==> config.mk <==
export PLATFORM = sky130hd
export DESIGN_NAME = tx_sequencer
export DESIGN_NICKNAME = d
export VERILOG_FILES = /design/src/rtl/accel_pkg.sv /design/src/rtl/tx_sequencer.sv
export SDC_FILE = /design/constraint.sdc
export NUM_CORES = 1
export LEC_CHECK = 0
export CAP_MARGIN = 20
export CORE_MARGIN = 10
export CORE_UTILIZATION = 50
export DETAILED_ROUTE_END_ITERATION = 10
export PLACE_DENSITY = 0.92
export SYNTH_ARGS = -nofsm -noshare
export SYNTH_HDL_FRONTEND = slang
export SYNTH_SLANG_ARGS = --single-unit
==> constraint.sdc <==
create_clock -name clk -period 3.4 [get_ports clk]
set_input_delay 1.02 -clock clk [delete_from_list [all_inputs] [get_ports clk]]
set_output_delay 1.02 -clock clk [all_outputs]
set_load 0.01 [all_outputs]
==> src/rtl/accel_pkg.sv <==
// Shared definitions for the accelerator output path.
//   tx_state_t  : tx_sequencer FSM states
//   MODE_VECTOR : frame is read from result memory
//   MODE_SCALAR : frame is the two bytes of scalar_result
package accel_pkg;

  typedef enum logic [2:0] {
    IDLE,
    FETCH,
    WAIT_RD,
    SEND,
    WAIT_TX,
    CSUM,
    FINISH
  } tx_state_t;

  localparam logic MODE_VECTOR = 1'b0;
  localparam logic MODE_SCALAR = 1'b1;

endpackage

==> src/rtl/tx_sequencer.sv <==
// tx_sequencer: streams one result frame, byte by byte, into uart_tx.
// A vector frame is NBytes bytes read from result memory in ascending address
// order; a scalar frame is scalar_result MSB then LSB. Each byte is presented on
// tx_output with a one-cycle send pulse and held until the UART reports tx_flag.
// A one-cycle done pulse marks a completed (non-aborted) frame.
//
// Optional feature: define TX_CHECKSUM_EN to append a two's-complement checksum
// byte (8-bit sum of all data bytes, negated) after the data bytes.
//
// Ports:
//   clk, reset     clock; asynchronous active-low reset
//   start          1-cycle pulse, begins a frame when idle
//   mode           0 vector / 1 scalar, sampled with start
//   abort          level, ends the frame at the next tx_flag
//   scalar_result  16-bit scalar value, captured with start
//   mem_data       result memory data, valid the cycle after mem_rd_en
//   tx_flag        UART byte-done pulse
//   mem_rd_en      result memory read strobe
//   mem_addr       result memory read address
//   send           1-cycle pulse to UART Tx_DV
//   tx_output      byte to UART
//   busy           high while a frame is in progress
//   done           1-cycle frame-complete pulse
module tx_sequencer #(
  parameter int NBytes = 1024,
  parameter int ADDR_W = $clog2(NBytes)
) (
  input  logic              clk,
  input  logic              reset,
  input  logic              start,
  input  logic              mode,
  input  logic              abort,
  input  logic [15:0]       scalar_result,
  input  logic [7:0]        mem_data,
  input  logic              tx_flag,
  output logic              mem_rd_en,
  output logic [ADDR_W-1:0] mem_addr,
  output logic              send,
  output logic [7:0]        tx_output,
  output logic              busy,
  output logic              done
);

  import accel_pkg::*;

  localparam logic [ADDR_W:0] VEC_LAST = (ADDR_W + 1)'(NBytes - 1);
  localparam logic [ADDR_W:0] SCL_LAST = (ADDR_W + 1)'(1);

  tx_state_t       state;
  tx_state_t       state_next;
  logic [ADDR_W:0] cnt;
  logic            mode_q;
  logic [15:0]     scalar_q;
  logic [7:0]      byte_in;
  logic            is_last;

`ifdef TX_CHECKSUM_EN
  logic [7:0]      sum;
  // Set once the checksum byte has been loaded, so the following tx_flag ends the frame.
  logic            csum_phase;
`endif

  assign is_last  = (cnt == ((mode_q == MODE_SCALAR) ? SCL_LAST : VEC_LAST));
  assign byte_in  = (mode_q == MODE_SCALAR)
                    ? ((cnt == '0) ? scalar_q[15:8] : scalar_q[7:0])
                    : mem_data;
  assign mem_addr = cnt[ADDR_W-1:0];
  assign busy     = (state != IDLE);

  always_ff @(posedge clk or negedge reset) begin
    if (!reset) begin
      state <= IDLE;
    end else begin
      state <= state_next;
    end
  end

  always_comb begin
    state_next = state;
    mem_rd_en  = 1'b0;
    send       = 1'b0;
    done       = 1'b0;
    case (state)
      IDLE: begin
        if (start) state_next = FETCH;
      end
      FETCH: begin
        mem_rd_en  = (mode_q == MODE_VECTOR);
        state_next = WAIT_RD;
      end
      WAIT_RD: begin
        state_next = SEND;
      end
      SEND: begin
        send       = 1'b1;
        state_next = WAIT_TX;
      end
      WAIT_TX: begin
        if (tx_flag) begin
          if (abort) begin
            state_next = IDLE;
          end else begin
`ifdef TX_CHECKSUM_EN
            if (csum_phase)   state_next = FINISH;
            else if (is_last) state_next = CSUM;
            else              state_next = FETCH;
`else
            if (is_last) state_next = FINISH;
            else         state_next = FETCH;
`endif
          end
        end
      end
      CSUM: begin
        state_next = SEND;
      end
      FINISH: begin
        done       = 1'b1;
        state_next = IDLE;
      end
      default: state_next = IDLE;
    endcase
  end

  always_ff @(posedge clk or negedge reset) begin
    if (!reset) begin
      cnt        <= '0;
      mode_q     <= MODE_VECTOR;
      scalar_q   <= '0;
      tx_output  <= '0;
`ifdef TX_CHECKSUM_EN
      sum        <= '0;
      csum_phase <= 1'b0;
`endif
    end else begin
      case (state)
        IDLE: begin
          if (start) begin
            mode_q     <= mode;
            scalar_q   <= scalar_result;
            cnt        <= '0;
`ifdef TX_CHECKSUM_EN
            sum        <= '0;
            csum_phase <= 1'b0;
`endif
          end
        end
        WAIT_RD: begin
          tx_output <= byte_in;
`ifdef TX_CHECKSUM_EN
          sum       <= sum + byte_in;
`endif
        end
        WAIT_TX: begin
`ifdef TX_CHECKSUM_EN
          if (tx_flag && !abort && !is_last && !csum_phase) cnt <= cnt + 1'b1;
`else
          if (tx_flag && !abort && !is_last) cnt <= cnt + 1'b1;
`endif
        end
`ifdef TX_CHECKSUM_EN
        CSUM: begin
          tx_output  <= ~sum + 8'd1;
          csum_phase <= 1'b1;
        end
`endif
        default: ;
      endcase
    end
  end

endmodule
==> results of run 1 <==
==> stage by stage <==
| stage | total power, uW | hold WS, ns | utilization, % | std cells |
|---|---|---|---|---|
| 5_1_grt | 2190 | 0.505 | 65.6 | 323 |
| 6_report | 2050 | 0.480 | 65.6 | 323 |
| 3_3_place_gp | 1690 | 0.457 | 63.5 | 315 |
| 4_1_cts | 2060 | 0.482 | 65.6 | 323 |
| 3_5_place_dp | 1730 | 0.463 | 63.5 | 315 |
| 2_1_floorplan | 1400 | 0.445 | - | 231 |
==> synthesized netlist by cell type, drive strengths merged <==
cell type	number	area [sq um]
a22o	1	8.76
o211ai	3	36.3
nand4b	1	8.76
o21ba	1	10.0
buf	15	121
or3b	1	8.76
nor2b	3	18.8
o221ai	1	8.76
nor4	3	31.3
nand2	61	229
nand3b	1	7.51
nand3	3	20.0
a21o	9	67.6
nor3b	2	26.3
nor2	11	48.8
and2	2	12.5
a21oi	14	70.1
dfrtp	39	976
o22ai	1	12.5
o31a	1	8.76
and3b	1	8.76
inv	6	22.5
o31ai	3	22.5
a31o	1	8.76
mux2i	8	80.1
a41oi	2	17.5
xor2	1	8.76
nor3	1	5.00
ha	2	25.0
nand4bb	1	11.3
and3	4	25.0
a221o	2	20.0
o21ai	13	65.1
nand4	3	18.8
nor4b	1	8.76
clkbuf	6	32.5
a31oi	2	12.5
or2	1	6.26
==> final cells by class <==
type | count | area, sq um | share of cell area, %
Clock buffer | 5 | 68.8 | 2.58
Inverter | 6 | 22.5 | 0.845
Tap cell | 50 | 62.6 | 2.35
Sequential cell | 39 | 976 | 36.6
Timing Repair Buffer | 55 | 536 | 20.1
Clock inverter | 3 | 20.0 | 0.752
Multi-Input combinational cell | 165 | 978 | 36.7
==> final timing paths <==
| check | startpoint | end | slack [ns] |
|---|---|---|---|
| worst min register to register | scalar_q[13] | scalar_q[13] | 0.48 |
| max in group asynchronous | reset | tx_output[7] | 2.04 |
| worst max-delay path | mode_q | mem_rd_en | 0.54 |
| worst max register to register | cnt[1] | tx_output[0] | 1.22 |
| min in group asynchronous | reset | cnt[7] | 0.83 |
| worst min-delay path | scalar_q[13] | scalar_q[13] | 0.48 |
==> flip-flops by register name, summed over array words and instances, names as in the netlist <==
name / count
cnt: 11
scalar_q: 16
tx_output: 8
mode_q: 1
state: 3
==> kinds of logic (layout without fill, tap and decap cells) <==
group | after synthesis | after routing | share of synthesized area, %
mux | 8 | 8 | 3.76
flops | 39 | 39 | 45.8
simple gates | 100 | 100 | 23.3
fa+ha+maj | 2 | 2 | 1.17
buf+inv | 27 | 69 | 8.28
xor+xnor | 1 | 1 | 0.411
compound gates | 54 | 54 | 17.3
==> critical path, stage by stage, from the launching register on <==
cell             delay (ns)
dfrtp_1                0.65
nor4_1                 0.30
clkdlybuf4s50_1        0.59
==> routing by layer <==
layer | GRT usage (%) | vias up
met5 | 0 | -
met3 | 4.59 | 9
met1 | 16.7 | 895
met2 | 25.8 | 66
li1 | - | 873
met4 | 6.44 | 0
==> power breakdown <==
part	switching (uW)	internal [uW]	leakage [uW]
clock	173	143	0.0000402
combinational	470	444	0.000688
sequential	180	636	0.000502
total	823	1220	0.00123
==> results.py, run 1 <==
metrics = {
    "floorplanning": {
        "die_w_microns": 85.3,
        "num_rows": 23,
        "initial_core_util_pct": 52.5,
        "die_h_microns": 85.3,
        "die-area_sq_um": 7270,
        "coreArea_sq_um": 4060,
        "boundaryPins": 52,
    },
    "layout": {
        "antenna_cells": 0,
        "final_cell_area_sq_um": 2660,
        "fillCellCount": 338,
        "nets": 304,
        "layout_common_cells": "nand2_1, clkdlybuf4s50_1, dfrtp_1",
        "final_common_cell": "nand2_1",
        "drive_gt1_share_pct": 8.79,
        "syn_to_final_growth_pct": 25.0,
    },
    "setup_path": {
        "end_kind": "primary output",
        "critPathKind": "reg2out",
        "worstPathRequired_ns": 2.38,
        "worst_setup_path_start_kind": "flip-flop",
        "r2r_cells": 7,
        "crit_fanout": 23,
        "worstPathArrival_ns": 1.84,
    },
    "clock_tree": {
        "worstSkewPairLatency_ns": 0.30,
        "cts.repair.resized": 0,
        "cts.sinks": 39,
        "post_cts_buffers": 0,
        "cts_buffers": 5,
        "clockRootBuffer": "clkbuf_8",
        "cts_tree": "yes",
        "holdBufCountCts": 0,
        "clkSlewWorstSetupHoldPaths_ns": 0.08,
        "ctsLongestPathBuffers": 2,
        "cts_max_level": 2,
    },
    "timing": {
        "hold_violations": 0,
        "tns_ns": 0,
        "rsz0062_at_grt": "false",
        "slew_violations": 0,
        "tightest_slew_ns": 0.855,
        "relSlewSlack_pct": 43.0,
        "post-route-min-period_ns": 2.86,
        "setup_violations": 0,
        "fmax_mhz": 350,
        "fin_ws_ns": 0.544,
        "clock_skew_ns": 0.00326,
        "period_share_pct": 84.0,
    },
    "job": {
        "maxCapViolCount": 0,
    },
    "global_routing": {
        "grt_overflow_total": 0,
        "track_usage_pct": 15.0,
        "grt_pass1_wl_mm": 9.04,
        "grt_pass1_vias": 1920,
        "grt_max_degree": 40,
        "grt_antenna_before_repair": 0,
    },
    "synth": {
        "synthCells": 231,
        "synth_cell_types": 46,
        "synth_warnings": 0,
        "avgSynthCellArea_sq_um": 9.22,
        "syn_nets": 263,
        "ys_ff_latch": 39,
        "ys_seq_area_share_pct": 45.8,
        "synth.cell_area_sq_um": 2130,
    },
    "route": {
        "routed_wl_mm": 5.36,
        "vias_per_cell": 5.71,
        "wl_met2_mm": 2.69,
        "wl_met3_microns": 385,
        "top_layer": "met4",
        "ant_nets": 0,
        "drtIter0Drc": 88,
        "m1WireLength_mm": 2.19,
        "drc": 0,
        "num_vias": 1843,
        "routedWlPerCell_microns": 16.6,
        "dr.pass1.iters": 4,
    },
    "place": {
        "place.gp.congestion": 0.833,
        "port_buffers": 51,
        "dp_hpwl_mm": 3.87,
        "preCtsSetupSlack_ns": 0.568,
        "placed_area_sq_um": 2570,
    },
    "pwr": {
        "cellPowerDensity_nw_per_um2": 768,
        "irDropWorstVdd_mv": 0.395,
        "p_leak_uw": 0.00123,
    },
    "hold_path": {
        "whs_path_depth": 2,
        "hold_class": "reg2reg",
    },
    "status": {
        "outcome": "finished, final reports clean",
    },
}
(Power assumes the default switching activity.)
==> run 2: changes to the inputs <==
--- a/config.mk
+++ b/config.mk
@@ -7,9 +7,9 @@
 export LEC_CHECK = 0
 export CAP_MARGIN = 20
 export CORE_MARGIN = 10
-export CORE_UTILIZATION = 50
+export CORE_UTILIZATION = 49
 export DETAILED_ROUTE_END_ITERATION = 10
-export PLACE_DENSITY = 0.92
+export PLACE_DENSITY = 0.9
 export SYNTH_ARGS = -nofsm -noshare
 export SYNTH_HDL_FRONTEND = slang
 export SYNTH_SLANG_ARGS = --single-unit
==> constraint.sdc (replaced) <==
create_clock -name clk -period 2.8 [get_ports clk]
set_input_delay 0.84 -clock clk [delete_from_list [all_inputs] [get_ports clk]]
set_output_delay 0.84 -clock clk [all_outputs]
set_load 0.01 [all_outputs]
==> results.py, run 2 (synthesis gave the netlist of run 1 again) <==
metrics = {
    "status": {
        "outcome": "finished, final reports clean",
    },
    "hold_path": {
        "hold_class": "reg2reg",
    },
    "global_routing": {
        "track_usage_pct": 14.1,
        "grt_pass1_wl_mm": 8.42,
        "grt_pass1_vias": 1738,
        "grt_overflow_total": 0,
        "grt_max_degree": 40,
        "grt_antenna_before_repair": 0,
    },
    "place": {
        "preCtsSetupSlack_ns": 0.259,
        "place.gp.congestion": 0.830,
        "dp_hpwl_mm": 3.94,
        "port_buffers": 51,
    },
    "clock_tree": {
        "cts.sinks": 39,
        "cts.repair.resized": 0,
        "ctsLongestPathBuffers": 2,
        "cts_max_level": 2,
        "holdBufCountCts": 0,
        "clkSlewWorstSetupHoldPaths_ns": 0.08,
        "cts_buffers": 5,
        "clockRootBuffer": "clkbuf_8",
        "post_cts_buffers": 0,
        "cts_tree": "yes",
        "worstSkewPairLatency_ns": 0.29,
    },
    "timing": {
        "slew_violations": 0,
        "post-route-min-period_ns": 2.58,
        "tightest_slew_ns": 0.879,
        "fmax_mhz": 388,
        "setup_violations": 0,
        "rsz0062_at_grt": "false",
        "period_share_pct": 92.1,
        "clock_skew_ns": 0.00743,
        "hold_violations": 0,
        "fin_ws_ns": 0.222,
        "relSlewSlack_pct": 41.4,
        "tns_ns": 0,
    },
    "layout": {
        "layout_common_cells": "nand2_1, clkdlybuf4s50_1, dfrtp_1",
        "post-route-util_pct": 66.0,
        "final_common_cell": "nand2_1",
        "fillCellCount": 334,
        "syn_to_final_growth_pct": 27.4,
        "drive_gt1_share_pct": 8.76,
        "nets": 305,
        "register_area_sq_um": 976,
        "multiInputGateArea_sq_um": 978,
        "top_regs": "scalar_q: 16 flops, cnt: 11 flops, tx_output: 8 flops",
        "antenna_cells": 0,
        "largest_reg_flops": 16,
        "top_register": "scalar_q",
    },
    "floorplanning": {
        "coreArea_sq_um": 4120,
        "die-area_sq_um": 7390,
        "boundaryPins": 52,
        "num_rows": 23,
        "die_h_microns": 85.9,
        "die_w_microns": 85.9,
        "initial_core_util_pct": 51.8,
    },
    "setup_path": {
        "worstPathRequired_ns": 1.96,
        "worst_setup_path_start_kind": "flip-flop",
        "worstPathArrival_ns": 1.74,
        "end_kind": "primary output",
        "crit_fanout": 6,
        "critPathKind": "reg2out",
    },
    "job": {
        "maxCapViolCount": 0,
    },
    "route": {
        "num_vias": 1798,
        "ant_nets": 0,
        "dr.pass1.iters": 4,
        "routedWlPerCell_microns": 16.5,
        "vias_per_cell": 5.55,
        "drc": 0,
        "drtIter0Drc": 120,
        "routed_wl_mm": 5.35,
    },
    "pwr": {
        "irDropWorstVdd_mv": 0.525,
        "total_power_uw": 2660,
        "p_leak_uw": 0.00126,
        "cellPowerDensity_nw_per_um2": 980,
    },
}
-- run 2: final timing paths --
kind | depth (start not counted) | start | endpoint | slack, ns
min in group asynchronous | 1 | reset | cnt[3] | 0.67
max in group asynchronous | 1 | reset | tx_output[1] | 1.58
worst min-delay path | 2 | scalar_q[11] | scalar_q[11] | 0.48
worst max register to register | 7 | cnt[1] | tx_output[3] | 0.76
worst min register to register | 2 | scalar_q[11] | scalar_q[11] | 0.48
worst max-delay path | 3 | state[0] | mem_rd_en | 0.22
-- run 2: metrics by stage --
step	area [sq um]	std cells	hold slack, ns
after floorplan	2130	231	0.445
after global placement	2580	316	0.458
after detailed placement	2580	316	0.464
after CTS	2720	324	0.483
after global routing	2720	324	0.503
final	2720	324	0.478
-- run 2: layout make-up --
class | count | share of cell area (%)
Clock buffer | 6 | 2.67
Clock inverter | 2 | 2.21
Inverter | 6 | 0.829
Multi-Input combinational cell | 165 | 36.0
Sequential cell | 39 | 35.9
Tap cell | 50 | 2.30
Timing Repair Buffer | 56 | 20.0
-- run 2: critical path, stage by stage (launching register included) --
cell and delay, ns:
dfrtp_1 0.47, inv_1 0.12, nor4_1 0.28, clkdlybuf4s50_1 0.59
-- run 2: power breakdown --
group / internal, uW / switching, uW / total [uW] / leakage [uW]
registers: 773 / 174 / 947 / 0.000502
clock network: 356 / 201 / 557 / 0.0000654
logic: 548 / 608 / 1160 / 0.000693
total: 1680 / 983 / 2660 / 0.00126
-- run 2: routing by layer --
layer | global-route usage (%) | share of wire (%)
met5 | 0 | 0
met4 | 5.39 | 1.9
met3 | 3.78 | 5.7
met2 | 23.7 | 49
met1 | 16.6 | 43
==> run 3: changes to the inputs <==
--- a/config.mk
+++ b/config.mk
@@ -10,6 +10,7 @@
 export CORE_UTILIZATION = 49
 export DETAILED_ROUTE_END_ITERATION = 10
 export PLACE_DENSITY = 0.9
+export SETUP_SLACK_MARGIN = 0.5
 export SYNTH_ARGS = -nofsm -noshare
 export SYNTH_HDL_FRONTEND = slang
 export SYNTH_SLANG_ARGS = --single-unit
==> results.py, run 3 (synthesis gave the netlist of run 1 again) <==
metrics = {
    "setup_path": {
        "crit_fanout": 9,
        "end_kind": "primary output",
        "critPathKind": "reg2out",
        "worstPathRequired_ns": 1.96,
        "path_buf_inv": 1,
        "path_cells": "clkdlybuf4s50_1",
        "crit_slowest_cell": "clkdlybuf4s50_1",
        "crit_path_max_incr_delay_ns": 0.60,
        "worst_setup_path_start_kind": "flip-flop",
        "worstPathArrival_ns": 1.39,
        "path_delay_family": "buffers and inverters",
    },
    "layout": {
        "final_cells": 326,
        "syn_to_final_growth_pct": 29.2,
        "final_common_cell": "nand2_1",
        "nets": 307,
        "drive_gt1_share_pct": 12.0,
        "antenna_cells": 0,
        "top_regs": "scalar_q: 16 flops, cnt: 11 flops, tx_output: 8 flops",
        "post-route-util_pct": 66.9,
        "layout_common_cells": "nand2_1, clkdlybuf4s50_1, dfrtp_1",
        "largest_reg_flops": 16,
        "top_register": "scalar_q",
    },
    "timing": {
        "clock_skew_ns": 0.00920,
        "relSlewSlack_pct": 41.5,
        "slew_violations": 0,
        "post-route-min-period_ns": 2.23,
        "tns_ns": 0,
        "fmax_mhz": 448,
        "tightest_slew_ns": 0.877,
        "rsz0062_at_grt": "false",
        "hold_violations": 0,
        "fin_ws_ns": 0.570,
        "setup_violations": 0,
        "period_share_pct": 79.6,
    },
    "floorplanning": {
        "num_rows": 23,
        "initial_core_util_pct": 51.8,
        "die-area_sq_um": 7390,
        "die_h_microns": 85.9,
        "coreArea_sq_um": 4120,
        "boundaryPins": 52,
        "die_w_microns": 85.9,
    },
    "clock_tree": {
        "worstSkewPairLatency_ns": 0.29,
        "cts_tree": "yes",
        "clkSlewWorstSetupHoldPaths_ns": 0.08,
        "cts_max_level": 2,
        "ctsLongestPathBuffers": 2,
        "cts_buffers": 5,
        "holdBufCountCts": 0,
        "clockRootBuffer": "clkbuf_8",
        "cts.sinks": 39,
    },
    "status": {
        "outcome": "finished, final reports clean",
    },
    "route": {
        "drtIter0Drc": 115,
        "ant_nets": 0,
        "dr.pass1.iters": 4,
        "drc": 0,
        "routedWlPerCell_microns": 16.7,
        "vias_per_cell": 5.62,
        "num_vias": 1831,
        "routed_wl_mm": 5.44,
    },
    "place": {
        "place.gp.congestion": 0.830,
        "dp_hpwl_mm": 3.94,
        "port_buffers": 51,
        "preCtsSetupSlack_ns": 0.259,
        "placed_cells": 316,
    },
    "global_routing": {
        "grt_overflow_total": 0,
        "grt_pass1_wl_mm": 8.49,
        "grt_antenna_before_repair": 0,
        "grt_pass1_vias": 1758,
        "grt_max_degree": 40,
        "track_usage_pct": 14.2,
    },
    "hold_path": {
        "hold_class": "reg2reg",
    },
    "pwr": {
        "cellPowerDensity_nw_per_um2": 981,
        "total_power_uw": 2700,
        "p_leak_uw": 0.00129,
        "irDropWorstVdd_mv": 0.525,
    },
    "job": {
        "maxCapViolCount": 0,
    },
}
==> run 3: where the power goes <==
part           switching, uW  total, uW  internal (uW)
clock                    202        559            356
sequential               167        945            778
combinational            639       1200            559
total                   1010       2700           1690
==> run 3: worst paths after layout <==
| check | start | end | slack (ns) | depth (start not counted) |
|---|---|---|---|---|
| worst max-delay path | cnt[0] | mem_addr[0] | 0.57 | 1 |
| worst min-delay path | scalar_q[11] | scalar_q[11] | 0.48 | 2 |
| worst max register to register | state[1] | cnt[3] | 0.74 | 7 |
| worst min register to register | scalar_q[11] | scalar_q[11] | 0.48 | 2 |
| max in group asynchronous | reset | state[0] | 1.53 | 1 |
| min in group asynchronous | reset | scalar_q[13] | 0.67 | 1 |
==> run 3: worst register-to-register path: stages, from the launching register on <==
cell and delay [ns]:
dfrtp_2 0.45, buf_4 0.17, nor3b_4 0.43, nand2_1 0.18, o221ai_1 0.24, buf_4 0.23
a41oi_1 0.13, a21oi_1 0.14
==> run 3: area by class of cell <==
type	count	area [sq um]
clock inverters	2	60.1
multi-input cells	165	1000
well taps	50	62.6
repair buffers	58	553
flip-flops and latches	39	981
fillers	325	1360
inverters	6	22.5
clock buffers	6	72.6
==> run 3: per-stage QoR <==
stage	cell area [sq um]	hold slack [ns]
2_1_floorplan	2130	0.445
3_3_place_gp	2580	0.458
3_5_place_dp	2580	0.464
4_1_cts	2740	0.483
5_1_grt	2750	0.503
6_report	2750	0.478
==> run 3: repair_timing <==
item,4_1_cts,5_1_grt
buffers inserted,2,0
setup endpoints to repair,6,3
resized for setup,10,3
==> run 3: metal layers <==
metal / share of wire [%] / wire length [microns] / up-vias / GRT usage [%]
met3: 5.8 / 318 / 8 / 3.78
met4: 1.9 / 102 / 0 / 5.39
met5: 0 / 0 / - / 0
met2: 50 / 2690 / 66 / 24.1
li1: - / - / 881 / -
met1: 43 / 2320 / 876 / 16.5
